[src/rtl/fifo_burst_reader.sv]
// Burst reader: pops a synchronous FIFO and re-presents words as a valid/ready stream.
// Define FIFO_BURST_READER_STATS_EN to build the word/stall statistics counters.
module fifo_burst_reader #(
    parameter int DATA_W    = 32,
    parameter int BURST_LEN = 4
) (
    input  logic              clk,
    input  logic              rst,
    input  logic              en,
    input  logic              fifo_empty,
    output logic              fifo_rd_en,
    input  logic [DATA_W-1:0] fifo_rd_data,
    output logic              m_valid,
    input  logic              m_ready,
    output logic [DATA_W-1:0] m_data,
    output logic              m_last,
    output logic              busy,
    output logic [31:0]       stat_words,
    output logic [31:0]       stat_stall
);

    localparam int CW = (BURST_LEN > 1) ? $clog2(BURST_LEN) : 1;
    localparam logic [CW-1:0] LAST_IDX = CW'(BURST_LEN - 1);

    typedef enum logic [1:0] {
        IDLE,
        ACTIVE,
        DRAIN
    } state_t;

    state_t            state;
    logic [DATA_W-1:0] head_q;
    logic [DATA_W-1:0] tail_q;
    logic [1:0]        count;
    logic              inflight;
    logic [CW-1:0]     issue_cnt;
    logic [CW-1:0]     beat_cnt;

    logic              pop;
    logic              push;
    logic [2:0]        occ;
    logic [1:0]        keep;
    logic [1:0]        count_nxt;

    assign pop  = m_valid && m_ready;
    assign push = inflight;
    assign occ  = {1'b0, count} + {2'b0, inflight} - {2'b0, pop};
    assign keep = count - {1'b0, pop};

    always_comb begin
        count_nxt = count;
        if (push && !pop)
            count_nxt = count + 2'd1;
        else if (pop && !push)
            count_nxt = count - 2'd1;
    end

    // m_ready feeds this through pop so a freed slot is refilled in the same cycle
    assign fifo_rd_en = (state == ACTIVE) && !fifo_empty && (occ < 3'd2)
                        && !(issue_cnt == '0 && !en);

    assign m_valid = (count != 2'd0);
    assign m_data  = head_q;
    assign m_last  = m_valid && (beat_cnt == LAST_IDX);
    assign busy    = (state != IDLE);

    always_ff @(posedge clk or posedge rst) begin
        if (rst) begin
            state     <= IDLE;
            head_q    <= '0;
            tail_q    <= '0;
            count     <= '0;
            inflight  <= 1'b0;
            issue_cnt <= '0;
            beat_cnt  <= '0;
        end else begin
            inflight <= fifo_rd_en;
            count    <= count_nxt;

            if (pop)
                head_q <= tail_q;
            if (push) begin
                if (keep == 2'd0)
                    head_q <= fifo_rd_data;
                else
                    tail_q <= fifo_rd_data;
            end

            if (fifo_rd_en)
                issue_cnt <= (issue_cnt == LAST_IDX) ? '0 : issue_cnt + 1'b1;
            if (pop)
                beat_cnt <= (beat_cnt == LAST_IDX) ? '0 : beat_cnt + 1'b1;

            case (state)
                IDLE:
                    if (en)
                        state <= ACTIVE;
                ACTIVE:
                    if (issue_cnt == '0 && !en)
                        state <= DRAIN;
                DRAIN:
                    if (count_nxt == 2'd0)
                        state <= IDLE;
                default:
                    state <= IDLE;
            endcase
        end
    end

`ifdef FIFO_BURST_READER_STATS_EN
    always_ff @(posedge clk or posedge rst) begin
        if (rst) begin
            stat_words <= '0;
            stat_stall <= '0;
        end else begin
            if (pop)
                stat_words <= stat_words + 32'd1;
            if (m_valid && !m_ready)
                stat_stall <= stat_stall + 32'd1;
        end
    end
`else
    assign stat_words = '0;
    assign stat_stall = '0;
`endif

`ifndef SYNTHESIS
    a_no_overflow: assert property (
        @(posedge clk) disable iff (rst) !(push && count == 2'd2 && !pop)
    );
`endif

endmodule

[config.mk]
export PLATFORM = sky130hd
export DESIGN_NAME = fifo_burst_reader
export DESIGN_NICKNAME = d
export VERILOG_FILES = /design/src/rtl/fifo_burst_reader.sv
export SDC_FILE = /design/constraint.sdc
export NUM_CORES = 1
export LEC_CHECK = 0
export CORE_MARGIN = 2
export CORE_UTILIZATION = 46
export DETAILED_ROUTE_END_ITERATION = 7
export PLACE_DENSITY = 0.83
export SLEW_MARGIN = 20
export SYNTH_ARGS = -nofsm -noshare
export SYNTH_HDL_FRONTEND = slang
export SYNTH_SLANG_ARGS = --single-unit
[constraint.sdc]
create_clock -name clk -period 4.6 [get_ports clk]
set_clock_uncertainty 0.15 [all_clocks]
set_input_delay 0.92 -clock clk [delete_from_list [all_inputs] [get_ports clk]]
set_output_delay 0.92 -clock clk [all_outputs]
set_load 0.01 [all_outputs]
Yosys cells after proc, flatten, opt, wreduce, memory -nomap -nowiden:

Cells that the tools add are included.

* register bits: 73

* reduce and logical (&&, ||, !) cells: 21
* add/subtract/negate cells: 7
* magnitude comparators: 1
* bitwise operators: 1
* equality and inequality tests: 7
* mux-type cells: 11

Operator list (number)
* $mux 32: 3
* $mux 2: 7
* $logic_and 1x1->1: 8
* $logic_not 2->1: 4
* $add 2x1->2 const B: 3
* $eq 2x2->1 const B: 3
* $pmux 2 s3: 1
* $logic_not 1->1: 5
* $ne 2x2->1 const B: 2
* $reduce_bool 2->1: 2
* $add 2x1->3: 1
* $lt 3x2->1 const B: 1
* $reduce_and 3->1: 1
* $sub 3x1->3: 1
* $eq 2x1->1 const B: 1
* $ne 2x1->1 const B: 1
* $reduce_and 2->1: 1
* $sub 2x1->2: 1
* $sub 2x1->2 const B: 1
* $not 1->1: 1

Longest topological paths before layout:

Gate-level depths: netlist of the first run.

* word-level depth: 8
* mapped depth: 13

Worst setup path before layout of the first run:

Ideal clock, no wire load.

* path type: input -> output
* start point: in m_ready
* end point: out fifo_rd_en
* arrival: 2.848 ns
* path buffers: 2
* stages on the path: 10
* required time: 3.530 ns
* slack: 0.682 ns
* cell sequence: nand2b_1 buf_6 clkbuf_1 ha_1 nand2b_1 fa_1 xor2_1 nor4b_1 nand2_1 inv_1

* cells in the longest elaborated chain, start to end: 5

RTL lines
* from (decl): line 14 `input logic m_ready,`
* $logic_and 1x1->1: line 45 `assign pop = m_valid && m_ready;`
* $sub 3x1->3: line 47 `assign occ = {1'b0, count} + {2'b0, inflight} - {2'b0, pop};`
* $lt 3x2->1: line 59 `assign fifo_rd_en = (state == ACTIVE) && !fifo_empty && (occ < 3'd2)`
* $logic_and 1x1->1: line 59
* $logic_and 1x1->1: line 60 `&& !(issue_cnt == '0 && !en);`
* to (decl): line 11 `output logic fifo_rd_en,`

No other way between the ends.

Worst setup path in the final report of the first run:

Same ends and word-level chain as after synthesis.

==> results of run 1 <==
[placed cells by master, fill, tap and decap left out, types with 2 or more instances in the layout]
cell type and n:
buf_12 2, buf_4 5, clkbuf_8 9, clkdlybuf4s50_1 72, clkinvlp_4 3, conb_1 64, dfrtp_1 73, ha_1 5
inv_1 7, mux2_2 69, mux2_4 30, nand2_1 4, nor2_1 4, nor2b_1 2, nor3b_1 2, o21ai_0 2
xnor2_1 2
[area by class of cell]
type | instances | area, µm² | share of cell area, %
Clock inverter | 6 | 66.3 | 1.40
Clock buffer | 10 | 128 | 2.69
Inverter | 8 | 30.0 | 0.634
Tap cell | 105 | 131 | 2.77
Timing Repair Buffer | 79 | 798 | 16.9
Sequential cell | 73 | 1830 | 38.6
Multi-Input combinational cell | 199 | 1760 | 37.1
[registers in the layout, summed over array words and instances (netlist names)]
name       count
beat_cnt       2
count          2
inflight       1
issue_cnt      2
m_data        32
state          2
tail_q        32
[metrics by stage]
step / cells / utilization, % / power (mW) / cell area [µm²]
floorplan: 356 / - / 2.09 / 4160
global placement: 463 / 54.8 / 2.49 / 4530
detailed placement: 463 / 54.8 / 2.56 / 4530
CTS: 479 / 57.2 / 3.07 / 4720
global route: 480 / 57.4 / 3.25 / 4740
finish: 480 / 57.4 / 3.03 / 4740
[layer usage]
metal	vias to the layer above	routed length (µm)	track usage (%)	part of all wire (%)
met2	78	3360	26.4	50
met4	0	60	3.76	0.90
li1	1023	-	-	-
met1	1111	2830	17.4	43
met5	-	0	0	0
met3	6	404	5.04	6.1
[worst paths after layout]
check	from	to	slack, ns	cells past startpoint
worst max-delay path	m_ready	fifo_rd_en	0.14	10
worst max register to register	count[1]	m_data[22]	1.43	8
min in group asynchronous	rst	m_data[2]	0.94	2
worst min-delay path	state[1]	state[0]	0.30	1
worst min register to register	state[1]	state[0]	0.30	1
max in group asynchronous	rst	inflight	2.54	3
[power by group]
group | leakage [nW] | internal [mW] | switching, mW
Clock | 0.0889 | 0.252 | 0.239
Sequential | 0.897 | 0.957 | 0.174
Combinational | 1.29 | 0.919 | 0.492
Total | 2.27 | 2.13 | 0.905
[cell families (layout without fill, tap and decap cells)]
logic type / count (synthesis) / count (layout) / synth area share, %
other cells: 1 / 64 / 0.0955
mux: 99 / 99 / 31.3
compound gates: 6 / 6 / 0.956
buf+inv: 84 / 103 / 15.2
xor+xnor: 3 / 3 / 0.670
fa+ha+maj: 6 / 6 / 2.10
simple gates: 21 / 21 / 3.12
flops: 73 / 73 / 46.5
[timing repair]
item | in CTS | in global routing
endpoints found under the setup margin | 0 | 1
buffers inserted | 0 | 1
hold endpoints to repair | 0 | 0
resized for setup | 0 | 1
==> flow_metrics.py, run 1 <==
metrics = {
    "placed_design": {
        "dpl_worst_slack_ns": 0.0440,
        "hpwl_mm": 4.61,
        "port_buffers": 72,
        "gp_congestion": 0.777,
    },
    "timing": {
        "setup_viol": 0,
        "period_needed_ns": 4.46,
        "fmax_mhz": 224,
        "fin_setup_tns_ns": 0,
        "max_slew_margin_pct": 37.3,
        "hold_slack_ns": 0.304,
        "worst_slack_ns": 0.139,
        "timing.final.crit_share_pct": 97.0,
        "rsz0062_at_grt": "false",
        "drv_slew": 0,
        "tightestPinTransition_ns": 0.939,
        "hold_viol_final": 0,
    },
    "route": {
        "dr.pass1.iters": 4,
        "vias_per_cell": 4.62,
        "wl_per_cell_um": 13.9,
        "route.detailed.drc": 0,
        "drt_iter0_drc": 36,
        "vias": 2218,
        "ant_nets": 0,
        "wirelength_mm": 6.65,
    },
    "yosys": {
        "synth_common_cells": "dfrtp_1, mux2_2, buf_4, mux2_4, inv_1",
        "yosys.area.top_type": "dfrtp_1",
        "synth.most_common_cell": "dfrtp_1",
        "netlist_area_mm2": 0.00393,
        "seq_area_frac_synth_pct": 46.5,
        "synth_edf_count": 0,
        "synth_top_area_share_pct": 46.5,
        "ys.warnings.count": 0,
        "synth_cells": 293,
        "ys.flop_type": "dfrtp_1",
        "synth-seq-cells": 73,
        "ys_types": 30,
        "synth_area_leaders": "dfrtp_1, mux2_2, buf_4",
        "async_flop_share_pct": 100,
        "syn_avg_cell_area_um2": 13.4,
    },
    "grt": {
        "grt_overflow_total": 0,
        "grt_pass1_wl_mm": 10.5,
        "grt_usage_pct": 14.9,
        "grt_max_degree": 47,
        "grt_pass1_vias": 2256,
        "antenna_found_initial": 0,
    },
    "clock_network": {
        "htreeDepth": 3,
        "cts_root_buf": "clkbuf_8",
        "cts_buffers": 9,
        "postCtsHoldBufs": 0,
        "cts_sinks": 73,
        "cts_tree": "built",
        "clockBufferDepth": 2,
        "insertion_delay_ns": 0.34,
        "clk_pin_slew_ns": 0.07,
    },
    "finish": {
        "drive_gt1_share_pct": 33.9,
        "nets": 413,
        "area_growth_pct": 20.7,
        "n_antenna_cell": 0,
        "nFillCells": 703,
    },
    "floorplan": {
        "ios": 137,
        "die-area_mm2": 0.00929,
        "core_area_mm2": 0.00826,
        "chipHeight_um": 96.4,
        "die_w_um": 96.4,
        "row_count": 33,
        "start_util_pct": 47.5,
    },
    "worst_setup_path": {
        "crit_fanout": 2,
        "cp_data_arrival_time_ns": 3.39,
        "slowest_stage": "clkdlybuf4s50_1",
        "critPathRequiredTime_ns": 3.53,
        "crit_family": "buffers and inverters",
        "crit_top_cell": "clkdlybuf4s50_1",
        "startpoint_type": "primary input",
        "cp_cell_sequence": "clkdlybuf4s50_1 > nand2b_2 > ha_1 > nand2b_1 > fa_1 > xor2_1 > nor4b_2 > nand2_1 > inv_1 > clkdlybuf4s50_1",
        "worstSetupPathType": "primary input to primary output",
        "crit_path_max_incr_delay_ns": 0.53,
        "cp_num_buf_inv": 3,
        "end_kind": "primary output",
    },
    "min_path": {
        "hold_class": "register to register",
    },
    "job": {
        "maxCapViolations": 0,
    },
    "status": {
        "status": "completed",
    },
    "power": {
        "p_per_area_mw_per_mm2": 640,
        "peakVddDrop_mv": 0.350,
        "leakagePower_nw": 2.27,
    },
}
No activity file was read; power rests on OpenSTA's default activity.
==> run 2: changes to the inputs <==
Settings changed: CTS_CLUSTER_DIAMETER from default to 80, CTS_CLUSTER_SIZE from default to 8, PLACE_DENSITY 0.83 to 0.92.
==> run 2 against run 1 <==
Effect of this change:
- first-iteration DRC count rose by 17%
- critical path type unchanged
- critical endpoint unchanged
- count of clock-buffer cells in the layout did not move
- sequential cell count did not move
- core utilization rose by 0.48 points
==> flow_metrics.py, run 2 (synthesized netlist as in run 1, its figures left out) <==
metrics = {
    "route": {
        "route.detailed.drc": 0,
        "ant_nets": 0,
        "dr.pass1.iters": 5,
        "vias_per_cell": 4.67,
        "drt_iter0_drc": 42,
        "vias": 2229,
        "wl_per_cell_um": 14.5,
        "wirelength_mm": 6.91,
    },
    "placed_design": {
        "gp_congestion": 0.693,
        "port_buffers": 72,
        "hpwl_mm": 4.73,
    },
    "grt": {
        "grt_max_degree": 74,
        "antenna_found_initial": 0,
        "grt_pass1_vias": 2172,
        "grt_pass1_wl_mm": 10.5,
        "grt_overflow_total": 0,
        "grt_usage_pct": 15.0,
    },
    "power": {
        "p_int_mw": 2.30,
        "peakVddDrop_mv": 0.388,
        "comb_power_share_pct": 43.9,
        "leakagePower_nw": 2.31,
        "power_mw": 3.21,
        "p_per_area_mw_per_mm2": 673,
        "sw_frac_of_total_pct": 28.5,
        "switchingPower_mw": 0.917,
        "pwr-share-seq_pct": 35.4,
        "clockPowerShare_pct": 20.8,
    },
    "job": {
        "maxCapViolations": 0,
    },
    "timing": {
        "rsz0062_at_grt": "false",
        "drv_slew": 0,
        "fin_setup_tns_ns": 0,
        "timing.final.crit_share_pct": 91.3,
        "hold_viol_final": 0,
        "period_needed_ns": 4.20,
        "fmax_mhz": 238,
        "max_slew_margin_pct": 36.1,
        "tightestPinTransition_ns": 0.959,
        "setup_viol": 0,
    },
    "floorplan": {
        "core_area_mm2": 0.00826,
        "row_count": 33,
        "chipHeight_um": 96.4,
        "die-area_mm2": 0.00929,
        "ios": 137,
        "die_w_um": 96.4,
        "start_util_pct": 47.5,
    },
    "finish": {
        "drive_gt1_share_pct": 33.3,
        "area_growth_pct": 21.7,
        "nFillCells": 676,
        "multi_input_area_mm2": 0.00175,
        "layout_commonest_cell": "dfrtp_1",
        "nets": 411,
        "ff_latch_area_mm2": 0.00183,
        "n_antenna_cell": 0,
        "mostFrequentLayoutCells": "dfrtp_1, clkdlybuf4s50_1, mux2_2",
    },
    "clock_network": {
        "clockBufferDepth": 2,
        "cts_root_buf": "clkbuf_8",
        "cts_buffers": 9,
        "cts_tree": "built",
        "post_cts_buffers": 0,
        "htreeDepth": 3,
        "clk_pin_slew_ns": 0.08,
        "cts_sinks": 73,
        "insertion_delay_ns": 0.34,
    },
    "worst_setup_path": {
        "end_kind": "primary output",
        "crit_start": "m_ready",
        "critPathRequiredTime_ns": 3.53,
        "startpoint_type": "primary input",
        "worstSetupPathType": "primary input to primary output",
        "slowest_stage": "clkdlybuf4s50_1",
        "cp_data_arrival_time_ns": 3.13,
        "crit_fanout": 2,
        "r2r-start": "count[1]",
        "cp_cell_sequence": "clkdlybuf4s50_1 > nand2b_2 > ha_1 > nand2b_1 > fa_1 > xor2_1 > nor4b_1 > nand2_1 > inv_1 > dlymetal6s2s_1",
        "crit_path_max_incr_delay_ns": 0.49,
    },
    "min_path": {
        "hold_class": "register to register",
        "hp-start": "state[1]",
    },
    "status": {
        "status": "completed",
    },
}
==> run 2: per-stage QoR <==
| step | instances | area (µm²) | utilization, % | setup slack, ns | hold slack (ns) |
|---|---|---|---|---|---|
| 6_report | 477 | 4780 | 57.8 | 0.399 | 0.325 |
| 5_1_grt | 477 | 4780 | 57.8 | 0.325 | 0.352 |
| 4_1_cts | 477 | 4770 | 57.8 | 0.0605 | 0.320 |
| 3_5_place_dp | 462 | 4510 | 54.6 | 0.0601 | 0.319 |
| 3_3_place_gp | 462 | 4510 | 54.6 | 0.171 | 0.301 |
| 2_1_floorplan | 356 | 4160 | - | 0.682 | 0.281 |
==> run 2: power by group through the flow <==
stage | clock network [mW] | logic (mW) | registers [mW]
3_5_place_dp | 0 | 1.42 | 1.15
5_1_grt | 0.703 | 1.52 | 1.18
3_3_place_gp | 0 | 1.35 | 1.13
2_1_floorplan | 0 | 0.928 | 1.16
6_report | 0.668 | 1.41 | 1.14
4_1_cts | 0.676 | 1.43 | 1.14
==> run 2: routing by layer <==
| layer | vias up | wire length, µm | global-route usage [%] |
|---|---|---|---|
| li1 | 1013 | - | - |
| met5 | - | 0 | 0 |
| met1 | 1117 | 2870 | 18.2 |
| met2 | 91 | 3480 | 25.4 |
| met4 | 0 | 74 | 4.93 |
| met3 | 8 | 473 | 4.65 |
==> run 2: final timing paths <==
path	slack, ns	depth (start not counted)	end
worst max-delay path	0.40	10	fifo_rd_en
worst min-delay path	0.33	1	state[0]
worst max register to register	1.12	8	m_data[17]
worst min register to register	0.33	1	state[0]
max in group asynchronous	2.68	3	tail_q[21]
min in group asynchronous	1.03	3	m_data[13]
==> run 2: area by class of cell <==
cell class | count | share of cell area, %
Clock buffer | 10 | 2.88
Clock inverter | 5 | 2.67
Inverter | 8 | 0.629
Multi-Input combinational cell | 199 | 36.6
Sequential cell | 73 | 38.2
Tap cell | 105 | 2.75
Timing Repair Buffer | 77 | 16.2
==> run 2: what timing repair did <==
item                       4_1_cts  5_1_grt
setup endpoints to repair        0        1
gates resized for setup          0        1
hold buffers                     0        0
==> run 2: critical path: cells and delay by family <==
family / cells / cell delay [ns]
simple gates: 4 / 0.68
xor+xnor: 1 / 0.15
fa+ha+maj: 2 / 0.66
buf+inv: 3 / 0.73
